### src/rtl/uart_pkg.sv
// rtl/uart_pkg.sv - shared UART codes, divisor table and FSM encoding
package uart_pkg;

  localparam logic [1:0] PAR_NONE = 2'd0;
  localparam logic [1:0] PAR_ODD  = 2'd1;
  localparam logic [1:0] PAR_EVEN = 2'd2;

  localparam logic [2:0] BAUD_DIV1024 = 3'd0;
  localparam logic [2:0] BAUD_DIV512  = 3'd1;
  localparam logic [2:0] BAUD_DIV256  = 3'd2;
  localparam logic [2:0] BAUD_DIV128  = 3'd3;
  localparam logic [2:0] BAUD_DIV64   = 3'd4;
  localparam logic [2:0] BAUD_DIV32   = 3'd5;
  localparam logic [2:0] BAUD_DIV16   = 3'd6;
  localparam logic [2:0] FASTEST      = 3'd7;

  localparam int DIV_W = 11;

  typedef enum logic [2:0] {
    ST_IDLE   = 3'd0,
    ST_START  = 3'd1,
    ST_DATA   = 3'd2,
    ST_PARITY = 3'd3,
    ST_STOP   = 3'd4
  } uart_state_e;

  // Bit period in clk cycles for a given baud select code.
  function automatic logic [DIV_W-1:0] baud_div(input logic [2:0] sel);
    logic [DIV_W-1:0] div;
    case (sel)
      BAUD_DIV1024: div = 11'd1024;
      BAUD_DIV512:  div = 11'd512;
      BAUD_DIV256:  div = 11'd256;
      BAUD_DIV128:  div = 11'd128;
      BAUD_DIV64:   div = 11'd64;
      BAUD_DIV32:   div = 11'd32;
      BAUD_DIV16:   div = 11'd16;
      default:      div = 11'd4;
    endcase
    return div;
  endfunction

  // True when the parity code selects a transmitted parity bit.
  function automatic logic parity_enabled(input logic [1:0] mode);
    return (mode == PAR_ODD) || (mode == PAR_EVEN);
  endfunction

endpackage

### src/rtl/sync_fifo.sv
// rtl/sync_fifo.sv - synchronous FIFO with valid/ready push and pop strobe
module sync_fifo #(
  parameter int WIDTH = 8,
  parameter int DEPTH = 16
) (
  input  logic                     clk,
  input  logic                     resetn,
  input  logic [WIDTH-1:0]         push_data,
  input  logic                     push_valid,
  output logic                     push_ready,
  input  logic                     pop,
  output logic [WIDTH-1:0]         pop_data,
  output logic [$clog2(DEPTH):0]   count,
  output logic                     empty
);

  localparam int AW = $clog2(DEPTH);
  localparam logic [AW:0] FULL_CNT = (AW + 1)'(DEPTH);

  logic [WIDTH-1:0] mem_q [DEPTH];
  logic [AW:0]      wr_ptr_q, wr_ptr_d;
  logic [AW:0]      rd_ptr_q, rd_ptr_d;
  logic [AW:0]      count_q, count_d;
  logic             do_push, do_pop;

  // Full/empty come from the registered count; a same-cycle pop does not free a slot.
  assign push_ready = (count_q != FULL_CNT);
  assign empty      = (count_q == '0);
  assign do_push    = push_valid && push_ready;
  assign do_pop     = pop && !empty;
  assign pop_data   = mem_q[rd_ptr_q[AW-1:0]];
  assign count      = count_q;

  // Advance pointers; the wrap bit makes the pointer difference the fill level.
  always_comb begin
    wr_ptr_d = wr_ptr_q;
    rd_ptr_d = rd_ptr_q;
    if (do_push) wr_ptr_d = wr_ptr_q + 1'b1;
    if (do_pop)  rd_ptr_d = rd_ptr_q + 1'b1;
    count_d = wr_ptr_d - rd_ptr_d;
  end

  // Pointer and count registers; reset empties the FIFO.
  always_ff @(posedge clk) begin
    if (!resetn) begin
      wr_ptr_q <= '0;
      rd_ptr_q <= '0;
      count_q  <= '0;
    end else begin
      wr_ptr_q <= wr_ptr_d;
      rd_ptr_q <= rd_ptr_d;
      count_q  <= count_d;
    end
  end

  // Storage array; stale words after reset are unreachable because pointers clear.
  always_ff @(posedge clk) begin
    if (do_push) mem_q[wr_ptr_q[AW-1:0]] <= push_data;
  end

endmodule

### src/rtl/uart_tx_fifo.sv
// rtl/uart_tx_fifo.sv - buffered UART transmitter with configurable frame format
module uart_tx_fifo
  import uart_pkg::*;
#(
  parameter int DATA_BITS  = 8,
  parameter int FIFO_DEPTH = 16
) (
  input  logic                          clk,
  input  logic                          reset,
  input  logic [DATA_BITS-1:0]          in_data,
  input  logic                          in_valid,
  output logic                          in_ready,
  input  logic [2:0]                    baud_sel,
  input  logic [1:0]                    parity,
  input  logic                          stop_two,
  output logic                          tx,
  output logic                          busy,
  output logic [$clog2(FIFO_DEPTH):0]   fifo_count
);

  localparam logic [3:0] LAST_BIT = 4'(DATA_BITS - 1);

  uart_state_e            state_q, state_d;
  logic                   tx_q, tx_d;
  logic                   busy_q, busy_d;
  logic [DIV_W-1:0]       baud_cnt_q, baud_cnt_d;
  logic [3:0]             bit_cnt_q, bit_cnt_d;
  logic [DATA_BITS-1:0]   shift_q, shift_d;
  logic [DIV_W-1:0]       div_q, div_d;
  logic                   par_en_q, par_en_d;
  logic                   par_bit_q, par_bit_d;
  logic                   stop_two_q, stop_two_d;

  logic [DATA_BITS-1:0]   fifo_data;
  logic                   fifo_empty;
  logic                   baud_last, stop_last, frame_end, pop;

  sync_fifo #(
    .WIDTH (DATA_BITS),
    .DEPTH (FIFO_DEPTH)
  ) u_fifo (
    .clk        (clk),
    .resetn     (reset),
    .push_data  (in_data),
    .push_valid (in_valid),
    .push_ready (in_ready),
    .pop        (pop),
    .pop_data   (fifo_data),
    .count      (fifo_count),
    .empty      (fifo_empty)
  );

  assign baud_last = (baud_cnt_q == div_q - 11'd1);
  assign stop_last = !stop_two_q || (bit_cnt_q == 4'd1);
  assign frame_end = (state_q == ST_STOP) && baud_last && stop_last;
  assign pop       = ((state_q == ST_IDLE) || frame_end) && !fifo_empty;

  assign tx   = tx_q;
  assign busy = busy_q;

  // Serialiser next state: a pop loads a new frame and latches its line settings.
  always_comb begin
    state_d    = state_q;
    tx_d       = tx_q;
    busy_d     = busy_q;
    baud_cnt_d = baud_cnt_q + 11'd1;
    bit_cnt_d  = bit_cnt_q;
    shift_d    = shift_q;
    div_d      = div_q;
    par_en_d   = par_en_q;
    par_bit_d  = par_bit_q;
    stop_two_d = stop_two_q;
    if (pop) begin
      state_d    = ST_START;
      tx_d       = 1'b0;
      busy_d     = 1'b1;
      baud_cnt_d = '0;
      bit_cnt_d  = '0;
      shift_d    = fifo_data;
      div_d      = baud_div(baud_sel);
      par_en_d   = parity_enabled(parity);
      par_bit_d  = (parity == PAR_ODD) ? ~(^fifo_data) : (^fifo_data);
      stop_two_d = stop_two;
    end else begin
      case (state_q)
        ST_START: begin
          if (baud_last) begin
            state_d    = ST_DATA;
            tx_d       = shift_q[0];
            shift_d    = shift_q >> 1;
            baud_cnt_d = '0;
            bit_cnt_d  = '0;
          end
        end
        ST_DATA: begin
          if (baud_last) begin
            baud_cnt_d = '0;
            if (bit_cnt_q == LAST_BIT) begin
              bit_cnt_d = '0;
              if (par_en_q) begin
                state_d = ST_PARITY;
                tx_d    = par_bit_q;
              end else begin
                state_d = ST_STOP;
                tx_d    = 1'b1;
              end
            end else begin
              bit_cnt_d = bit_cnt_q + 4'd1;
              tx_d      = shift_q[0];
              shift_d   = shift_q >> 1;
            end
          end
        end
        ST_PARITY: begin
          if (baud_last) begin
            state_d    = ST_STOP;
            tx_d       = 1'b1;
            baud_cnt_d = '0;
            bit_cnt_d  = '0;
          end
        end
        ST_STOP: begin
          if (baud_last) begin
            baud_cnt_d = '0;
            if (stop_last) begin
              state_d   = ST_IDLE;
              busy_d    = 1'b0;
              bit_cnt_d = '0;
            end else begin
              bit_cnt_d = bit_cnt_q + 4'd1;
            end
          end
        end
        default: begin
          state_d    = ST_IDLE;
          tx_d       = 1'b1;
          busy_d     = 1'b0;
          baud_cnt_d = '0;
          bit_cnt_d  = '0;
        end
      endcase
    end
  end

  // Serialiser registers; reset returns the line to idle mid-frame.
  always_ff @(posedge clk) begin
    if (!reset) begin
      state_q    <= ST_IDLE;
      tx_q       <= 1'b1;
      busy_q     <= 1'b0;
      baud_cnt_q <= '0;
      bit_cnt_q  <= '0;
      shift_q    <= '0;
      div_q      <= baud_div(FASTEST);
      par_en_q   <= 1'b0;
      par_bit_q  <= 1'b0;
      stop_two_q <= 1'b0;
    end else begin
      state_q    <= state_d;
      tx_q       <= tx_d;
      busy_q     <= busy_d;
      baud_cnt_q <= baud_cnt_d;
      bit_cnt_q  <= bit_cnt_d;
      shift_q    <= shift_d;
      div_q      <= div_d;
      par_en_q   <= par_en_d;
      par_bit_q  <= par_bit_d;
      stop_two_q <= stop_two_d;
    end
  end

endmodule
### config.mk
export PLATFORM = sky130hd
export DESIGN_NAME = uart_tx_fifo
export DESIGN_NICKNAME = d
export VERILOG_FILES = /design/src/rtl/uart_pkg.sv /design/src/rtl/sync_fifo.sv /design/src/rtl/uart_tx_fifo.sv
export SDC_FILE = /design/constraint.sdc
export NUM_CORES = 1
export LEC_CHECK = 0
export ABC_AREA = 1
export BUFFER_PORTS_ARGS = -buffer_cell sky130_fd_sc_hd__buf_2
export CAP_MARGIN = 10
export CORE_ASPECT_RATIO = 0.7
export CORE_MARGIN = 2
export CORE_UTILIZATION = 53
export DETAILED_ROUTE_END_ITERATION = 6
export GPL_TIMING_DRIVEN = 0
export PLACE_DENSITY = 0.74
export SKIP_CTS_REPAIR_TIMING = 1
export SYNTH_ARGS = -nofsm -noshare
export SYNTH_HDL_FRONTEND = slang
export SYNTH_HIERARCHICAL = 1
export SYNTH_SLANG_ARGS = --single-unit
export TNS_END_PERCENT = 5
### constraint.sdc
create_clock -name clk -period 4.65 [get_ports clk]
set_input_delay 0.465 -clock clk [delete_from_list [all_inputs] [get_ports clk]]
set_output_delay 0.465 -clock clk [all_outputs]
set_load 0.1 [all_outputs]
[After elaboration in Yosys (flattened, before gate mapping)]
Memories as Yosys holds them, arrays and structs flattened. A register that Yosys moved wholly into a read port is not among the register bits.
Index checks and enable logic that the tools add are counted.
Word-level totals
  register bits: 57
  memory bits (writable): 128
  bits of input ports: 17
  output and inout port bits: 8
  memories kept: 1
Memory list
  u_fifo.mem_q: words 16, bits a word 8, rd ports 1, clocked after memory_dff 1, write ports 1, line sync_fifo.sv:20  | logic [WIDTH-1:0] mem_q [DEPTH];
Cells by class
  add/sub/neg operators: 6
  eq/ne operators: 32
  multiplexer cells: 38
  bitwise gates (word level): 3
  reductions and logical operators: 26
Operators with widths (number)
  $pmux W11 S7: 1
  $mux W8: 4
  $mux W4: 6
  $mux W3: 7
  $ne A3 B2 Y1 const B: 7
  $pmux W8 S2: 1
  $mux W1: 13
  $eq A3 B2 Y1 const B: 4
  $eq A3 B3 Y1 const B: 4
  $ne A2 B2 Y1 const B: 6
  $pmux W3 S4: 1
  $pmux W4 S3: 1
  $reduce_and A6 Y1: 2
  $add A11 B1 Y11 const B: 1
  $eq A11 B11 Y1: 1
  $sub A11 B1 Y11 const B: 1
  $add A5 B1 Y5 const B: 2
  $mux W5: 2
  $reduce_and A4 Y1: 2
  $reduce_or A4 Y1: 2
  $reduce_xor A8 Y1: 1
  $eq A3 B1 Y1 const B: 2
  $logic_not A3 Y1: 2
  $ne A2 B1 Y1 const B: 3
  other kinds (18): 29

[Longest topological paths before layout]
Gate-level depths: netlist (run 1).
  word-level depth: 9
  gate-level depth with buffers: 29
  depth with buffers taken out: 28

[Modules after synthesis]
The synthesis (run 1) kept the hierarchy.
Modules (own cells, without submodules)
  sync_fifo: instances 1, cells each 496, area each 5928.2 um^2, sequential area each 4144.0 um^2
  uart_tx_fifo: instances 1, cells each 337, area each 2253.4 um^2, sequential area each 780.7 um^2

[Least setup slack after synthesis (run 1)]
Ideal clock, no wire load.
  path kind: flip-flop to flip-flop
  start: reg u_fifo.count_q[0], in the netlist u_fifo/count[0]
  end: reg u_fifo.count_q[4], in the netlist u_fifo/count[4]
  data arrival time: 3.529 ns
  setup slack: 1.006 ns
  cell stages (with the launch flop): 21
  period minus slack after synthesis: 3.644 ns
  cells stage by stage: dfxtp_1 -> nor2_1 -> nand3_1 -> inv_1 -> nor2_1 -> nand2_4 -> inv_2 -> buf_6 -> nand2_1 -> xor2_1 -> inv_1 -> ha_1 -> fa_1 -> inv_1 -> nand2_1 -> nand2_1 -> nand2_1 -> nand2_1 -> nand3_1 -> a21oi_1 -> nor2_1
Between the ends
  word-level cells in the longest chain between the ends: 6
RTL lines
  start, declared: line sync_fifo.sv:23  | logic [AW:0] count_q, count_d;
  start signal, assigned: line sync_fifo.sv:52  | count_q <= count_d;
  $logic_not A5 Y1 *: line sync_fifo.sv:28  | assign empty = (count_q == '0);
  named net fifo_empty: line uart_tx_fifo.sv:35  | logic fifo_empty;
  $logic_not A1 Y1 *: line sync_fifo.sv:30, uart_tx_fifo.sv:56
  $logic_and A1 B1 Y1: line uart_tx_fifo.sv:56  | assign pop = ((state_q == ST_IDLE) || frame_end) && !fifo_empty;
  $logic_and A1 B1 Y1 *: line sync_fifo.sv:30  | assign do_pop = pop && !empty;
  $mux W5 *: line sync_fifo.sv:39  | if (do_pop) rd_ptr_d = rd_ptr_q + 1'b1;
  named net u_fifo.rd_ptr_d[0]: line sync_fifo.sv:22  | logic [AW:0] rd_ptr_q, rd_ptr_d;
  $sub A5 B5 Y5 *: line sync_fifo.sv:40  | count_d = wr_ptr_d - rd_ptr_d;
Mark *: on every way through the listed nets, which the timed path passes. The rest lies on a longest branch.
A chain may end at the register's enable or synchronous reset.

[Worst setup path in the final report (run 1)]
  start: reg div_q[2]
  end: reg u_fifo.count_q[4], in the netlist u_fifo/count[4]
Between the ends
  word-level cells in the longest chain between the ends: 9
RTL lines
  start, declared: line uart_tx_fifo.sv:29  | logic [DIV_W-1:0] div_q, div_d;
  start signal, assigned: line uart_tx_fifo.sv:154  | div_q <= baud_div(FASTEST);
  start signal, assigned: line uart_tx_fifo.sv:165  | div_q <= div_d;
  $sub A11 B1 Y11: line uart_tx_fifo.sv:53  | assign baud_last = (baud_cnt_q == div_q - 11'd1);
  $eq A11 B11 Y1: line uart_tx_fifo.sv:53
  $logic_and A1 B1 Y1 (2 in a row): line uart_tx_fifo.sv:55  | assign frame_end = (state_q == ST_STOP) && baud_last && stop_last;
  $logic_or A1 B1 Y1: line uart_tx_fifo.sv:56
  $logic_and A1 B1 Y1: line uart_tx_fifo.sv:56
  $logic_and A1 B1 Y1: line sync_fifo.sv:30
  $mux W5: line sync_fifo.sv:39
  named net u_fifo.rd_ptr_d[0]: line sync_fifo.sv:22
  $sub A5 B5 Y5: line sync_fifo.sv:40
The timed path passes the listed nets, and every way through them passes these cells.

==> results.cfg, run 1 <==
[grt]
grt_util_all_layers = 0.241
grt_overflow = 0
antenna_found_initial = 0
grt_max_degree = 19
grt_pass1_wl_um = 30000
grt_pass1_vias = 5450

[route]
drc = 0
wl_per_cell_um = 17.6
drt_iter0_drc = 797
num_vias = 6080
ant_nets = 0
first_pass_iters = 6
wirelength_um = 19200
viasPerCell = 5.59

[synthesis]
ys_async_sr_fraction = 0
netlist_area_sq_mm = 0.00818
synth_top_area_frac = 0.470
yosys_register_bits = 182
avgSynthCellArea_sq_um = 9.82
synthMuxAreaShare = 0.00122
ys_seq_area_frac = 0.602
synth.yosys.warnings = 6
synthDominantAreaCellType = edfxtp_1
yosys_most_used_dff = edfxtp_1
syn_inst = 833
synthAdderAreaFrac = 0.0239
synthTopCellsByArea = edfxtp_1 (47%), dfxtp_1 (13%), nor2_1 (7.0%), nand2_1 (5.6%), o21ai_0 (4.0%)
synthSimpleGateAreaFrac = 0.185
synth_top_family_by_area = simple AND/OR/NAND/NOR gates
synth_edf_count = 128
ys_types = 35
syn-num-nets = 865
synth_xor_area_frac = 0.0298
synth_compound_area_frac = 0.0956

[floorplan]
ios = 25
core_sq_mm = 0.0149
die_area_sq_mm = 0.0165
die_y_um = 108
initial_core_util = 0.549
dieWidth_um = 153
num_rows = 37

[timing]
worst_pin_slew_ns = 0.914
finalClockSkew_ns = 0.0142
slew_viol_final = 0
slew_headroom = 0.386
max_freq_mhz = 246
hold_viol = 0
rsz0062_at_grt = no
setup_tns_ns = 0
finalCritPeriodShare = 0.875
finalCriticalPeriod_ns = 4.07
setup_viol_count_final = 0
holdWs_ns = 0.264

[pwr]
p_seq_frac = 0.354
swShare = 0.399
power.switching_mw = 2.24
leakage_nw = 3.51
p_per_area_mw_per_mm2 = 611
internal-power_mw = 3.37
vdd_drop_max_uv = 523
power_frac_comb = 0.380
p_clk_frac = 0.267

[critical_path]
worstPathRequired_ns = 4.98
worstPathMaxFanout = 12
criticalPathCategory = register to register
cp_top_family = simple AND/OR/NAND/NOR gates
path_buf_inv = 6
endpoint_kind = register
crit_top_cell = nand2_1
r2r_cells = 26
r2r-start = div_q[2]
start_kind = register
slowest_delay_ns = 0.43
cp.arrival_ns = 4.40
crit_slowest_cell = dfxtp_1
startpoint = div_q[2]
path_depth = 26

[clock_tree]
cts_tree = yes
cts.path.max_buffers = 2
root_buffer = clkbuf_16
clkLatencyLatePin_ns = 0.44
clkSinkCount = 182
cts_max_level = 4
clk_pin_slew_ns = 0.07
cts_inserted_buffers = 17

[placement]
place_congestion = 0.858
place_area_sq_mm = 0.00856
post-dp-hpwl_um = 13000
io_buffers = 24

[final_layout]
design_area_sq_mm = 0.00917
final_common_cell = nor2_1
final_cell_mix = nor2_1 (152), edfxtp_1 (128), nand2_1 (123), inv_1 (77), o21ai_0 (66)
antenna_cells = 0
syn_to_final_growth_pct = 12.1
nets = 911
fin_util = 0.615
drive_gt1_frac = 0.114

[worst_hold_path]
hp-start = baud_sel[2]
min_path_type = input port to register
whs_path_depth = 3

[run_status]
outcome = finished, final reports clean

[flow_run]
cap_violations = 0
[state kept, by name (all words and copies together) (netlist names)]
name / count
bit_cnt_q: 4
state_q: 3
div_q: 8
u_fifo/wr_ptr_q: 5
baud_cnt_q: 11
u_fifo/mem_q: 128
tx: 1
u_fifo/count: 5
u_fifo/rd_ptr_q: 5
par_bit_q: 1
par_en_q: 1
busy: 1
stop_two_q: 1
shift_q: 8
[path summary, 6_finish.rpt]
kind	endpoint	slack [ns]
worst max-delay path	u_fifo/count[4]	0.58
worst min-delay path	div_q[2]	0.26
worst max register to register	u_fifo/count[4]	0.58
worst min register to register	baud_cnt_q[0]	0.45
[kinds of logic after synthesis]
family,count (synthesis)
and+or+nand+nor,359
DFF,182
AOI/OAI and AO/OA,141
buffers and inverters,108
xor gates and xnor gates,27
adders and majority gates,15
muxes,1
[power groups by stage]
stage	clock network [mW]	logic (mW)	registers (mW)
6_report	1.49	2.13	1.98
5_1_grt	1.57	2.35	2.00
4_1_cts	1.50	2.10	1.98
3_5_place_dp	0	2.08	2.02
3_3_place_gp	0	2.05	2.01
2_1_floorplan	0	1.39	2.17
[synthesized netlist by cell type, types with 10 or more instances]
| cell type | n |
|---|---|
| nand3_1 | 57 |
| o21ai_1 | 17 |
| a21oi_1 | 20 |
| o211ai_1 | 20 |
| nand2_1 | 123 |
| ha_1 | 14 |
| inv_1 | 77 |
| o21ai_0 | 66 |
| dfxtp_1 | 54 |
| xor2_1 | 19 |
| o22ai_1 | 16 |
| nor2_1 | 152 |
| buf_6 | 10 |
| edfxtp_1 | 128 |
[metal layers]
layer	global-route usage	vias up	share of wire
met5	0	-	0
met4	0.0721	0	0.012
met3	0.0505	19	0.090
met2	0.350	267	0.42
met1	0.369	2879	0.48
li1	-	2915	-
[stage by stage]
| step | std cells | worst slack, ns | power, mW |
|---|---|---|---|
| after floorplan | 833 | 1.01 | 3.56 |
| after global placement | 1052 | 0.762 | 4.06 |
| after detailed placement | 1054 | 0.731 | 4.09 |
| after CTS | 1086 | 0.628 | 5.59 |
| after global routing | 1087 | 0.206 | 5.92 |
| final | 1087 | 0.582 | 5.61 |
[area by class of cell]
class,instances,area [sq um]
inverter,82,315
sequential,182,4920
fill,1210,5730
multi-input combinational,543,2750
timing repair buffer,27,135
clock buffer,17,425
buffer,26,194
tap,195,244
clock inverter,15,188
[worst min-delay path: stages]
cell and delay, ns:
buf_2 0.10, nand2_1 0.05, nand2_1 0.06
Power figures use the tool's default switching activity.
==> inputs of run 2 (changes only) <==
Settings changed: CORE_MARGIN 2 to default.
==> run 2 against run 1 <==
  * Critical path depth is 1 lower
  * Sequential power hardly changed
  * Clock power hardly changed
  * Die area is 3.1% lower
  * Fmax is 1.1% higher
  * Utilization stayed put
  * Cell count stayed put
  * Critical path type unchanged
  * Critical endpoint unchanged
  * Highest routed layer unchanged
==> results.cfg, run 2 (synthesis results as in run 1) <==
[critical_path]
r2r_cells = 25
worstPathRequired_ns = 4.97
cp.arrival_ns = 4.34
worstReg2RegEnd = u_fifo/count[4]
worstPathMaxFanout = 12
r2r-start = div_q[2]
criticalPathCategory = register to register
endpoint_kind = register
start_kind = register
reg2reg_setup_slack_ns = 0.62

[floorplan]
core_sq_mm = 0.0149
die_y_um = 106
num_rows = 37
ios = 25
dieWidth_um = 151
initial_core_util = 0.549
die_area_sq_mm = 0.0159

[final_layout]
final_common_cell = nor2_1
antenna_cells = 0
drive_gt1_frac = 0.114
final_cell_mix = nor2_1 (152), edfxtp_1 (128), nand2_1 (123), inv_1 (77), o21ai_0 (66)
largest_register_ffs = 128
syn_to_final_growth_pct = 12.1
nets = 911

[grt]
grt_pass1_vias = 5407
grt_overflow = 0
grt_max_degree = 20
antenna_found_initial = 0
grt_util_all_layers = 0.249
grt_pass1_wl_um = 29000

[route]
drt_iter0_drc = 591
first_pass_iters = 5
drc = 0
ant_nets = 0
num_vias = 5996
wl_per_cell_um = 17.2
wirelength_um = 18700
viasPerCell = 5.52

[timing]
hold_viol = 0
slew_viol_final = 0
slew_headroom = 0.434
max_freq_mhz = 248
worst_pin_slew_ns = 0.845
finalClockSkew_ns = 0.0173
finalCriticalPeriod_ns = 4.03
setup_tns_ns = 0
rsz0062_at_grt = no
finalCritPeriodShare = 0.866
setup_viol_count_final = 0

[flow_run]
cap_violations = 0

[clock_tree]
clkLatencyLatePin_ns = 0.43
cts_max_level = 4
cts.path.max_buffers = 2
cts_inserted_buffers = 17
clk_pin_slew_ns = 0.07
cts_tree = yes
root_buffer = clkbuf_16
clkSinkCount = 182

[placement]
io_buffers = 24
place_congestion = 0.851
post-dp-hpwl_um = 12800

[pwr]
p_per_area_mw_per_mm2 = 606
power_mw = 5.56
vdd_drop_max_uv = 355
leakage_nw = 3.50

[worst_hold_path]
whs_endpoint = stop_two_q
whs_path_depth = 3
hp-start = stop_two
min_path_type = input port to register

[run_status]
outcome = finished, final reports clean
run 2: changes by cell type in the layout (fill, tap and decap cells not counted), sizes merged:
cell      before  now
clkinv         2    5
buf           47   46
bufinv         2    1
clkbuf        23   24
clkinvlp       3    2
inv           90   89
run 2: layout make-up:
type / count / area, sq um
multi-input combinational: 543 / 2750
sequential: 182 / 4920
clock inverter: 15 / 183
timing repair buffer: 27 / 140
clock buffer: 17 / 425
fill: 1218 / 5730
tap: 195 / 244
inverter: 82 / 315
buffer: 26 / 194
run 2: per-layer routing:
layer  up-vias  wire length (um)  track usage
met3        24              1640       0.0554
met5         -                 0            0
met4         0               254       0.0736
li1       2909                 -            -
met2       234              7900        0.346
met1      2829              8930        0.384
run 2: worst max-delay path by stage:
stage	depth (start not counted)	endpoint	slack, ns	start
2_1_floorplan	20	u_fifo/count[4]	1.01	u_fifo/count[0]
3_3_place_gp	26	u_fifo/count[4]	0.80	div_q[2]
3_5_place_dp	25	u_fifo/count[4]	0.76	div_q[2]
4_1_cts	25	u_fifo/count[4]	0.65	div_q[2]
5_1_grt	26	u_fifo/count[4]	0.29	div_q[2]
6_report	25	u_fifo/count[4]	0.62	div_q[2]
run 2: through the flow:
stage	instances	setup slack [ns]	hold slack, ns	cell area [sq um]	util
floorplan	833	1.01	0.418	8180	-
global placement	1052	0.800	0.432	8550	0.573
detailed placement	1054	0.764	0.438	8560	0.574
CTS	1086	0.647	0.262	9170	0.615
global route	1087	0.290	0.295	9170	0.615
finish	1087	0.624	0.273	9170	0.615
run 2: worst max-delay path, cell delays in order, from the launching register on:
cell and delay, ns:
dfxtp_1 0.42, inv_1 0.13, ha_1 0.33, nand2_1 0.07, nand3_1 0.07, nor2_1 0.12, nand3_1 0.12, nor2_2 0.19
nand4_2 0.13, nand2_4 0.13, nand2_4 0.10, inv_2 0.10, buf_6 0.15, nand2_1 0.14, xor2_1 0.29, inv_1 0.10
ha_1 0.22, fa_1 0.40, inv_1 0.09, nand2_1 0.07, nand2_1 0.07, nand2_1 0.05, nand2_1 0.08, nand3_1 0.10
a21oi_1 0.17, nor2_1 0.06
run 2: report_power, final:
part | switching [mW] | internal (mW) | total, mW
Sequential | 0.0995 | 1.88 | 1.98
Clock | 0.682 | 0.775 | 1.46
Combinational | 1.45 | 0.668 | 2.12
Total | 2.23 | 3.33 | 5.56
